### src/rtl/bus_arbiter.sv
// Round-robin bus arbiter with hold-time limit.
// Registered one-hot and encoded grant outputs.
module bus_arbiter #(
   parameter int SIZE     = 8,
   parameter int MAX_HOLD = 16
) (
   input  logic                    i_Clk,
   input  logic                    i_Rst_n,
   input  logic [SIZE-1:0]         i_Req,
   input  logic                    i_Disable,
   output logic [SIZE-1:0]         o_Grant,
   output logic [$clog2(SIZE)-1:0] o_Grant_Idx,
   output logic                    o_Busy,
   output logic                    o_Timeout
);

   localparam int IW = $clog2(SIZE);
   localparam int CW = $clog2(MAX_HOLD + 1);

   typedef enum logic {
      IDLE,
      GRANT
   } state_t;

   state_t          state_q, state_d;
   logic [IW-1:0]   ptr_q, ptr_d;
   logic [CW-1:0]   cnt_q, cnt_d;
   logic [SIZE-1:0] grant_d;
   logic [IW-1:0]   idx_d;
   logic            busy_d;
   logic            tmo_d;

   logic            found;
   logic [IW-1:0]   win;
   logic [IW-1:0]   win_nxt;
   int              pos;

   // Search upward from ptr, wrapping at SIZE (works for any SIZE).
   always_comb begin
      found = 1'b0;
      win   = '0;
      pos   = 0;
      for (int i = 0; i < SIZE; i++) begin
         pos = int'(ptr_q) + i;
         if (pos >= SIZE)
            pos = pos - SIZE;
         if (!found && i_Req[pos]) begin
            found = 1'b1;
            win   = IW'(pos);
         end
      end
   end

   assign win_nxt = (int'(win) == SIZE - 1) ? '0 : win + IW'(1);

   always_comb begin
      state_d = state_q;
      ptr_d   = ptr_q;
      cnt_d   = cnt_q;
      grant_d = o_Grant;
      idx_d   = o_Grant_Idx;
      busy_d  = o_Busy;
      tmo_d   = 1'b0;
      unique case (state_q)
         IDLE: begin
            if (!i_Disable && found) begin
               state_d = GRANT;
               idx_d   = win;
               grant_d = SIZE'(1) << win;
               busy_d  = 1'b1;
               cnt_d   = CW'(1);
               ptr_d   = win_nxt;
            end
         end
         GRANT: begin
            if (!i_Req[o_Grant_Idx]) begin
               state_d = IDLE;
               grant_d = '0;
               busy_d  = 1'b0;
            end else if (cnt_q == CW'(MAX_HOLD)) begin
               state_d = IDLE;
               grant_d = '0;
               busy_d  = 1'b0;
               tmo_d   = 1'b1;
            end else begin
               cnt_d = cnt_q + CW'(1);
            end
         end
         default: state_d = IDLE;
      endcase
   end

   always_ff @(posedge i_Clk or negedge i_Rst_n) begin
      if (!i_Rst_n) begin
         state_q     <= IDLE;
         ptr_q       <= '0;
         cnt_q       <= '0;
         o_Grant     <= '0;
         o_Grant_Idx <= '0;
         o_Busy      <= 1'b0;
         o_Timeout   <= 1'b0;
      end else begin
         state_q     <= state_d;
         ptr_q       <= ptr_d;
         cnt_q       <= cnt_d;
         o_Grant     <= grant_d;
         o_Grant_Idx <= idx_d;
         o_Busy      <= busy_d;
         o_Timeout   <= tmo_d;
      end
   end

endmodule

### config.mk
export PLATFORM = sky130hd
export DESIGN_NAME = bus_arbiter
export DESIGN_NICKNAME = d
export VERILOG_FILES = /design/src/rtl/bus_arbiter.sv
export SDC_FILE = /design/constraint.sdc
export NUM_CORES = 1
export LEC_CHECK = 0
export CAP_MARGIN = 10
export CORE_MARGIN = 5
export CORE_UTILIZATION = 25
export DETAILED_ROUTE_END_ITERATION = 6
export HOLD_SLACK_MARGIN = 0.08
export PLACE_DENSITY_LB_ADDON = 0.1
export SYNTH_ARGS = -nofsm -noshare
export SYNTH_HDL_FRONTEND = slang
export SYNTH_SLANG_ARGS = --single-unit
### constraint.sdc
create_clock -name i_Clk -period 6.5 [get_ports i_Clk]
set_clock_uncertainty 0.05 [all_clocks]
set_input_delay 1.3 -clock i_Clk [delete_from_list [all_inputs] [get_ports i_Clk]]
set_output_delay 1.3 -clock i_Clk [all_outputs]
set_load 0.02 [all_outputs]
==> results.py, run 1 <==
metrics = {
    "clock_network": {
        "htree_levels": 1,
        "clkSinkCount": 22,
        "cts-buffers-inserted": 3,
        "cts.root.buffer_cell": "clkbuf_8",
        "clock_tree.buffer_depth": 2,
        "cts_hold_buffers": 0,
        "cts_tree": "built",
        "clk_pin_slew_ns": 0.08,
        "clock_insertion_delay_worst_skew_ns": 0.26,
        "post-cts-setup-buffer-count": 0,
        "cts.repair.resized": 0,
    },
    "global_routing": {
        "grt_pass1_wl_mm": 8.273,
        "grt_antenna_before_repair": 0,
        "grt.total_usage": 0.1017,
        "overflow": 0,
        "number_of_global_route_vias_before_repair": 1549,
        "grt_max_degree": 25,
    },
    "routing": {
        "firstDrtPassIters": 4,
        "wl_mm": 4.980,
        "detailroute.via_count": 1533,
        "wl_per_cell_um": 15.86,
        "postRouteAntennaNets": 0,
        "met2_wirelength_mm": 2.457,
        "highest_routed_layer": "met4",
        "drc_errors": 0,
        "vias_per_cell": 4.882,
        "routed-wl-met3_um": 67,
        "wirelength_met1_mm": 2.404,
        "dr.first_iter.drc_count": 39,
    },
    "yosys": {
        "yosysWarningCount": 0,
        "syn-num-nets": 212,
        "synth_edf_count": 0,
        "postSynth.asyncResetShare": 1.000,
        "syn_area_um2": 2066,
        "synth.yosys.seq_area_share": 0.2665,
        "post-synth-top-count-cell": "dfrtp_1",
        "area_contributors_post_synth": "dfrtp_1 (27%), mux4_1 (11%), mux4_2 (6.5%), mux2i_1 (5.3%), ha_1 (4.8%)",
        "postSynth.topFlopCell": "dfrtp_1",
        "synth_area_leader_cell": "dfrtp_1",
        "synth_cells": 193,
        "synthTopCellsByCount": "dfrtp_1 (22), nor2_1 (19), nand2_1 (14)",
        "synth-seq-cells": 22,
        "synth_largest_type_area_fraction": 0.2665,
        "postSynthAreaPerCell_um2": 10.70,
        "netlist-cell-type-count": 53,
    },
    "timing": {
        "setup-tns-final_ns": 0,
        "period_needed_ns": 4.435,
        "maxSlewViolCount": 0,
        "postLayoutSetupSlackWorst_ns": 2.065,
        "slew_headroom": 0.3082,
        "setup_repair_after_global_routing_missed_its_margin": "false",
        "slew_at_the_pin_closest_to_its_max_slew_limit_ns": 1.034,
        "finalSetupViolations": 0,
        "clock.fmax_ghz": 0.2255,
        "final.period_utilization": 0.6823,
        "number_of_failing_hold_endpoints_at_the_final_stage": 0,
    },
    "job": {
        "max-cap-violations": 0,
    },
    "setup_path": {
        "startpoint_type": "flop",
        "critical_path.cell_chain": "inv_1 -> ha_1 -> mux4_1 -> mux2i_4 -> mux2i_1 -> nor2_1 -> nor3_1 -> a221o_1 -> o31a_2 -> inv_1 -> ha_1 -> and2_1 -> nor2b_4 -> a211oi_1",
        "max_fanout_on_critical_path": 17,
        "critical_path.endpoint_type": "flop",
        "cp_slowest_cell": "mux4_1",
        "arrival_time_worst_endpoint_ns": 4.49,
        "critical_path_depth": 14,
        "max_stage_delay_ns": 0.73,
        "cp_data_required_time_ns": 6.56,
        "timing.reg2reg.worst_path_depth": 14,
        "timing.setup.critical_path_class": "flop to flop",
        "path_buf_inv": 2,
        "worst_path_dominant_cell_family": "multiplexers",
    },
    "floorplan": {
        "rows": 33,
        "core_area_um2": 8134,
        "die-width_um": 100.9,
        "starting_utilization_of_the_core_area": 0.2540,
        "die-height_um": 100.9,
        "ios": 24,
        "die-area_um2": 10180,
    },
    "placement": {
        "placement.setup.worst_slack_ns": 1.850,
        "portBuffers": 23,
        "place.gp.congestion": 0.7429,
        "hpwl_reported_at_the_end_of_detailed_placement_mm": 3.699,
    },
    "layout": {
        "synthToLayoutAreaGrowth_pct": 16.17,
        "final_nets": 229,
        "post_route_cells_drive_above_1_share": 0.1531,
        "antenna_cell_count": 0,
        "final_core_utilization": 0.2950,
    },
    "min_path": {
        "worst_hold_path.num_cells": 1,
        "worst_hold_path_type": "flop to flop",
    },
    "power": {
        "p_total_mw": 1.408,
        "power_leakage_nw": 0.9864,
        "pwr_cell_area_nw_per_um2": 586.8,
        "irDropWorstVdd_mv": 0.1747,
    },
    "status": {
        "run_status": "complete, no violations",
    },
}
layout by cell type (no fill, tap or decap), types with 2 or more instances in the layout:
master            n
clkdlybuf4s50_1  23
dfrtp_1          22
nor2_1           19
nand2_1          14
mux2i_1          11
o21ai_0          10
inv_1             9
mux4_1            9
a21oi_1           8
ha_1              8
mux4_2            6
nand3_1           6
mux2_2            4
a21o_1            4
and2_1            4
xor2_1            4
clkbuf_8          4
a211oi_1          3
a32o_1            3
mux2i_2           2
and2b_1           2
xnor2_1           2
nor3_1            2
o211ai_1          2
nor2b_4           2
cell type report:
class | count | area, µm²
Tap cell | 105 | 131.4
Fill cell | 832 | 5734
Multi-Input combinational cell | 149 | 1388
Clock buffer | 4 | 55.05
Inverter | 10 | 37.54
Sequential cell | 22 | 550.5
Timing Repair Buffer | 24 | 237.7
routing by layer:
layer,vias to the layer above,global-route usage
met5,-,0
met4,0,0.02761
met3,5,0.01107
met2,9,0.1706
met1,762,0.1388
li1,757,-
worst paths after layout:
check                      startpoint        to  slack, ns
max reg2reg                  ptr_q[1]  ptr_q[1]       2.07
min                            o_Busy    o_Busy       0.43
max in group asynchronous     i_Rst_n  ptr_q[2]       4.23
max                          ptr_q[1]  ptr_q[1]       2.07
min reg2reg                    o_Busy    o_Busy       0.43
min in group asynchronous     i_Rst_n  ptr_q[0]       1.54
sequential cells by signal, indices dropped and copies added, names as in the netlist:
name / cells
cnt_q: 5
o_Busy: 1
o_Grant: 8
o_Grant_Idx: 3
o_Timeout: 1
ptr_q: 3
state_q: 1
logic make-up after synthesis:
group,synth area share
AO/OA/AOI/OAI,0.1769
XOR/XNOR,0.02544
adder cells (fa/ha/maj),0.04846
buffers and inverters,0.06177
flip-flops,0.2665
multiplexers,0.2792
AND/OR/NAND/NOR,0.1417
where the power goes:
| group | total (mW) | leakage (nW) | switching (mW) | internal (mW) |
|---|---|---|---|---|
| registers | 0.248 | 0.280 | 0.0653 | 0.183 |
| clock network | 0.100 | 0.0288 | 0.0463 | 0.0540 |
| logic | 1.06 | 0.678 | 0.576 | 0.484 |
| total | 1.41 | 0.986 | 0.688 | 0.721 |
through the flow:
step	hold slack (ns)	cells	area [µm²]
6_report	0.4335	314	2400
5_1_grt	0.4642	314	2400
4_1_cts	0.4416	314	2400
3_5_place_dp	0.4192	310	2345
3_3_place_gp	0.4217	310	2345
2_1_floorplan	0.4376	193	2066
Note: power is estimated with default switching activity, not from simulation.
==> run 2, diff against run 1 <==
- clock period: 6.5 -> 4.65 ns (I/O delays scaled with it)
==> results.py, run 2 (synthesis results as in run 1) <==
metrics = {
    "timing": {
        "maxSlewViolCount": 0,
        "finalSetupViolations": 0,
        "whs_ns": 0.4490,
        "setup-tns-final_ns": 0,
        "slew_at_the_pin_closest_to_its_max_slew_limit_ns": 1.039,
        "final.period_utilization": 0.8657,
        "number_of_failing_hold_endpoints_at_the_final_stage": 0,
        "slew_headroom": 0.3051,
        "postLayoutSetupSlackWorst_ns": 0.6246,
        "setup_repair_after_global_routing_missed_its_margin": "false",
        "clock.fmax_ghz": 0.2484,
        "period_needed_ns": 4.025,
    },
    "min_path": {
        "worst_hold_path_type": "flop to flop",
        "holdCritStartpoint": "o_Grant[7]",
    },
    "power": {
        "seq_power_share": 0.163,
        "intPower_mw": 1.022,
        "pwr-share-clk": 0.069,
        "irDropWorstVdd_mv": 0.2921,
        "power_leakage_nw": 1.001,
        "combinationalPowerShare": 0.769,
        "pwr_cell_area_nw_per_um2": 829.7,
        "power_switching_mw": 0.9877,
        "switching_share_of_power": 0.4914,
        "p_total_mw": 2.010,
    },
    "setup_path": {
        "startpoint_type": "primary input",
        "cp_data_required_time_ns": 4.72,
        "max_stage_delay_ns": 0.71,
        "critical_path.cell_chain": "clkdlybuf4s50_1 -> mux4_1 -> mux2i_4 -> mux2i_1 -> nor2_1 -> nor3_1 -> a221o_1 -> o31a_2 -> inv_1 -> ha_1 -> and2_1 -> nor2b_4 -> a211oi_1",
        "arrival_time_worst_endpoint_ns": 4.10,
        "reg2reg_from": "ptr_q[1]",
        "critical_path.endpoint_type": "flop",
        "crit_startpoint": "i_Req[5]",
        "timing.setup.critical_path_class": "primary input to flop",
        "cp_slowest_cell": "mux4_1",
        "max_fanout_on_critical_path": 9,
    },
    "clock_network": {
        "clk_pin_slew_ns": 0.08,
        "cts.root.buffer_cell": "clkbuf_8",
        "cts-buffers-inserted": 3,
        "clkSinkCount": 22,
        "cts_hold_buffers": 0,
        "clock_insertion_delay_worst_skew_ns": 0.26,
        "post-cts-setup-buffer-count": 0,
        "cts_tree": "built",
        "cts.repair.resized": 0,
        "htree_levels": 1,
        "clock_tree.buffer_depth": 2,
    },
    "layout": {
        "multiInputGateArea_um2": 1388,
        "fillers": 820,
        "commonest_non_fill_non_tap_cells_in_the_layout": "clkdlybuf4s50_1 (23), dfrtp_1 (22), nor2_1 (19)",
        "antenna_cell_count": 0,
        "final-seq-area_um2": 550.5,
        "layout.cells.most_common": "clkdlybuf4s50_1",
        "top_register": "o_Grant",
        "largest_register_ffs": 8,
        "top_regs": "o_Grant: 8 flops, cnt_q: 5 flops",
        "post_route_cells_drive_above_1_share": 0.1651,
        "synthToLayoutAreaGrowth_pct": 17.26,
        "final_nets": 232,
    },
    "global_routing": {
        "grt_max_degree": 23,
        "overflow": 0,
        "grt_pass1_wl_mm": 8.838,
        "number_of_global_route_vias_before_repair": 1647,
        "grt_antenna_before_repair": 0,
        "grt.total_usage": 0.1089,
    },
    "routing": {
        "firstDrtPassIters": 4,
        "drc_errors": 0,
        "detailroute.via_count": 1531,
        "postRouteAntennaNets": 0,
        "dr.first_iter.drc_count": 72,
        "wl_mm": 5.173,
        "vias_per_cell": 4.830,
        "wl_per_cell_um": 16.32,
    },
    "placement": {
        "place.gp.congestion": 0.7149,
        "portBuffers": 23,
        "hpwl_reported_at_the_end_of_detailed_placement_mm": 3.878,
        "placement.setup.worst_slack_ns": 0.3456,
    },
    "status": {
        "run_status": "complete, no violations",
    },
    "floorplan": {
        "die-area_um2": 10180,
        "die-width_um": 100.9,
        "rows": 33,
        "core_area_um2": 8134,
        "starting_utilization_of_the_core_area": 0.2540,
        "ios": 24,
        "die-height_um": 100.9,
    },
    "job": {
        "max-cap-violations": 0,
    },
}
==> run 2: area by class of cell <==
class | instances | area share
clock buffers | 4 | 0.02273
flip-flops and latches | 22 | 0.2273
inverters | 10 | 0.01550
multi-input cells | 149 | 0.5728
repair buffers | 27 | 0.1074
well taps | 105 | 0.05424
==> run 2: power groups by stage <==
stage               sequential, mW  clock [mW]  combinational (mW)
finish                       0.327       0.138                1.54
global route                 0.339       0.151                1.71
CTS                          0.329       0.144                1.56
detailed placement           0.332           0                1.56
global placement             0.335           0                1.58
floorplan                    0.343           0                1.21
==> run 2: worst max-delay path: cells and delay by family <==
family,cells,cell delay [ns]
compound gates,3,0.69
fa+ha+maj,1,0.17
buf+inv,2,0.64
mux,3,1.17
simple gates,4,0.51
==> run 2: per-layer routing <==
metal	track usage	up-vias	wire length (µm)
li1	-	760	-
met1	0.1486	741	2493
met2	0.1782	22	2494
met3	0.01522	8	110
met4	0.03374	0	75
met5	0	-	0
==> run 2: worst paths after layout <==
kind / endpoint / slack (ns) / depth (start not counted)
setup / recovery: ptr_q[0] / 0.62 / 13
hold / removal: o_Grant[7] / 0.45 / 1
setup reg to reg: ptr_q[0] / 0.68 / 14
hold reg to reg: o_Grant[7] / 0.45 / 1
max in group asynchronous: ptr_q[2] / 2.74 / 1
min in group asynchronous: o_Grant[1] / 1.18 / 1
==> run 2: stage by stage <==
step | cell area [µm²] | instances | utilization
floorplan | 2066 | 193 | -
global placement | 2367 | 313 | 0.2910
detailed placement | 2367 | 313 | 0.2910
CTS | 2422 | 317 | 0.2978
global route | 2422 | 317 | 0.2978
finish | 2422 | 317 | 0.2978
==> run 3, diff against run 2 <==
- clock period: 4.65 -> 4.8 ns (I/O delays scaled with it)
==> results.py, run 3 (synthesis results as in run 1) <==
metrics = {
    "status": {
        "run_status": "complete, no violations",
    },
    "placement": {
        "placement.setup.worst_slack_ns": 0.4955,
        "postPlaceCellArea_um2": 2360,
        "place.gp.congestion": 0.7304,
        "place_inst": 312,
        "hpwl_reported_at_the_end_of_detailed_placement_mm": 3.803,
        "portBuffers": 23,
    },
    "routing": {
        "wl_per_cell_um": 16.01,
        "wirelength_met1_mm": 2.344,
        "postRouteAntennaNets": 0,
        "routed-wl-met3_um": 83,
        "drc_errors": 0,
        "dr.first_iter.drc_count": 62,
        "highest_routed_layer": "met4",
        "met2_wirelength_mm": 2.605,
        "firstDrtPassIters": 4,
        "vias_per_cell": 4.905,
        "wl_mm": 5.075,
        "detailroute.via_count": 1555,
    },
    "clock_network": {
        "cts_tree": "built",
        "clkSinkCount": 22,
        "cts_hold_buffers": 0,
        "clock_insertion_delay_worst_skew_ns": 0.26,
        "clock_tree.buffer_depth": 2,
        "cts-buffers-inserted": 3,
        "clk_pin_slew_ns": 0.08,
        "htree_levels": 1,
        "cts.repair.resized": 0,
        "cts.root.buffer_cell": "clkbuf_8",
        "post-cts-setup-buffer-count": 0,
    },
    "layout": {
        "layout.cells.most_common": "clkdlybuf4s50_1",
        "synthToLayoutAreaGrowth_pct": 18.23,
        "commonest_non_fill_non_tap_cells_in_the_layout": "clkdlybuf4s50_1 (23), dfrtp_1 (22), nor2_1 (19)",
        "largest_register_ffs": 8,
        "top_regs": "o_Grant: 8 flops, cnt_q: 5 flops",
        "fillers": 843,
        "top_register": "o_Grant",
        "finish.cell_count_without_fillers": 317,
        "finish.instance_area_um2": 2442,
        "post_route_cells_drive_above_1_share": 0.1651,
        "final_nets": 232,
        "antenna_cell_count": 0,
    },
    "power": {
        "power_leakage_nw": 1.009,
        "pwr_cell_area_nw_per_um2": 789.4,
        "p_total_mw": 1.928,
        "irDropWorstVdd_mv": 0.2882,
    },
    "global_routing": {
        "overflow": 0,
        "number_of_global_route_vias_before_repair": 1612,
        "grt.total_usage": 0.1055,
        "grt_antenna_before_repair": 0,
        "grt_pass1_wl_mm": 8.583,
        "grt_max_degree": 25,
    },
    "setup_path": {
        "critical_path_depth": 13,
        "cp_data_required_time_ns": 4.87,
        "timing.reg2reg.worst_path_depth": 14,
        "path_buf_inv": 2,
        "timing.setup.critical_path_class": "primary input to flop",
        "max_fanout_on_critical_path": 9,
        "reg2reg_from": "ptr_q[1]",
        "critical_path.cell_chain": "clkdlybuf4s50_1 -> mux4_1 -> mux2i_4 -> mux2i_1 -> nor2_1 -> nor3_1 -> a221o_1 -> o31a_2 -> inv_1 -> ha_1 -> and2_1 -> nor2b_4 -> a211oi_1",
        "worst_setup_path_endpoint": "ptr_q[0]",
        "timing.rr.end": "ptr_q[0]",
        "cp_slowest_cell": "mux4_1",
        "crit_startpoint": "i_Req[5]",
        "reg2reg_setup_slack_ns": 0.94,
        "startpoint_type": "primary input",
        "worst_path_dominant_cell_family": "multiplexers",
        "max_stage_delay_ns": 0.67,
        "critical_path.endpoint_type": "flop",
        "arrival_time_worst_endpoint_ns": 4.07,
    },
    "floorplan": {
        "rows": 33,
        "die-area_um2": 10180,
        "die-height_um": 100.9,
        "die-width_um": 100.9,
        "core_area_um2": 8134,
        "ios": 24,
        "starting_utilization_of_the_core_area": 0.2540,
    },
    "timing": {
        "slew_headroom": 0.5933,
        "finalSetupViolations": 0,
        "clock.fmax_ghz": 0.2503,
        "final.period_utilization": 0.8324,
        "maxSlewViolCount": 0,
        "period_needed_ns": 3.995,
        "setup-tns-final_ns": 0,
        "number_of_failing_hold_endpoints_at_the_final_stage": 0,
        "setup_repair_after_global_routing_missed_its_margin": "false",
        "slew_at_the_pin_closest_to_its_max_slew_limit_ns": 0.6100,
        "postLayoutSetupSlackWorst_ns": 0.8047,
    },
    "job": {
        "max-cap-violations": 0,
    },
    "min_path": {
        "worst_hold_path_type": "flop to flop",
    },
}
[run 3: changes by cell type in the layout (fill, tap and decap cells not counted)]
cell,before,now
buf_4,4,3
buf_16,0,1
[run 3: area by class of cell]
type / instances / area [µm²] / share of cell area
clock buffer: 4 / 55.05 / 0.02254
tap: 105 / 131.4 / 0.05379
multi-input combinational: 149 / 1388 / 0.5681
timing repair buffer: 27 / 280.3 / 0.1148
sequential: 22 / 550.5 / 0.2254
inverter: 10 / 37.54 / 0.01537
[run 3: layer usage]
layer / vias to the layer above / global-route usage
li1: 763 / -
met1: 775 / 0.1382
met2: 13 / 0.1868
met3: 4 / 0.01038
met4: 0 / 0.02454
met5: - / 0
[run 3: how the worst min path moves through the flow]
stage               startpoint          to  slack [ns]  cells past startpoint
finish                  o_Busy      o_Busy        0.44                      1
global route        o_Grant[4]  o_Grant[4]        0.47                      2
CTS                     o_Busy      o_Busy        0.44                      1
detailed placement      o_Busy      o_Busy        0.42                      1
global placement        o_Busy      o_Busy        0.42                      1
floorplan             cnt_q[0]    cnt_q[0]        0.44                      1
[run 3: worst register-to-register path: cells and delay by family (launching register included)]
kind	cells	cell delay [ns]
multiplexers	3	1.18
adder cells (fa/ha/maj)	2	0.76
AO/OA/AOI/OAI	3	0.69
AND/OR/NAND/NOR	4	0.49
flip-flops	1	0.35
buffers and inverters	2	0.20
[run 3: stage by stage]
step | hold WS [ns] | utilization
floorplan | 0.4376 | -
global placement | 0.4202 | 0.2901
detailed placement | 0.4172 | 0.2901
CTS | 0.4421 | 0.2969
global route | 0.4746 | 0.3003
finish | 0.4351 | 0.3003
[run 3: power by group]
| part | internal [mW] | switching (mW) | leakage [nW] | total [mW] |
|---|---|---|---|---|
| logic | 0.669 | 0.806 | 0.700 | 1.48 |
| registers | 0.248 | 0.0688 | 0.280 | 0.317 |
| clock network | 0.0731 | 0.0628 | 0.0288 | 0.136 |
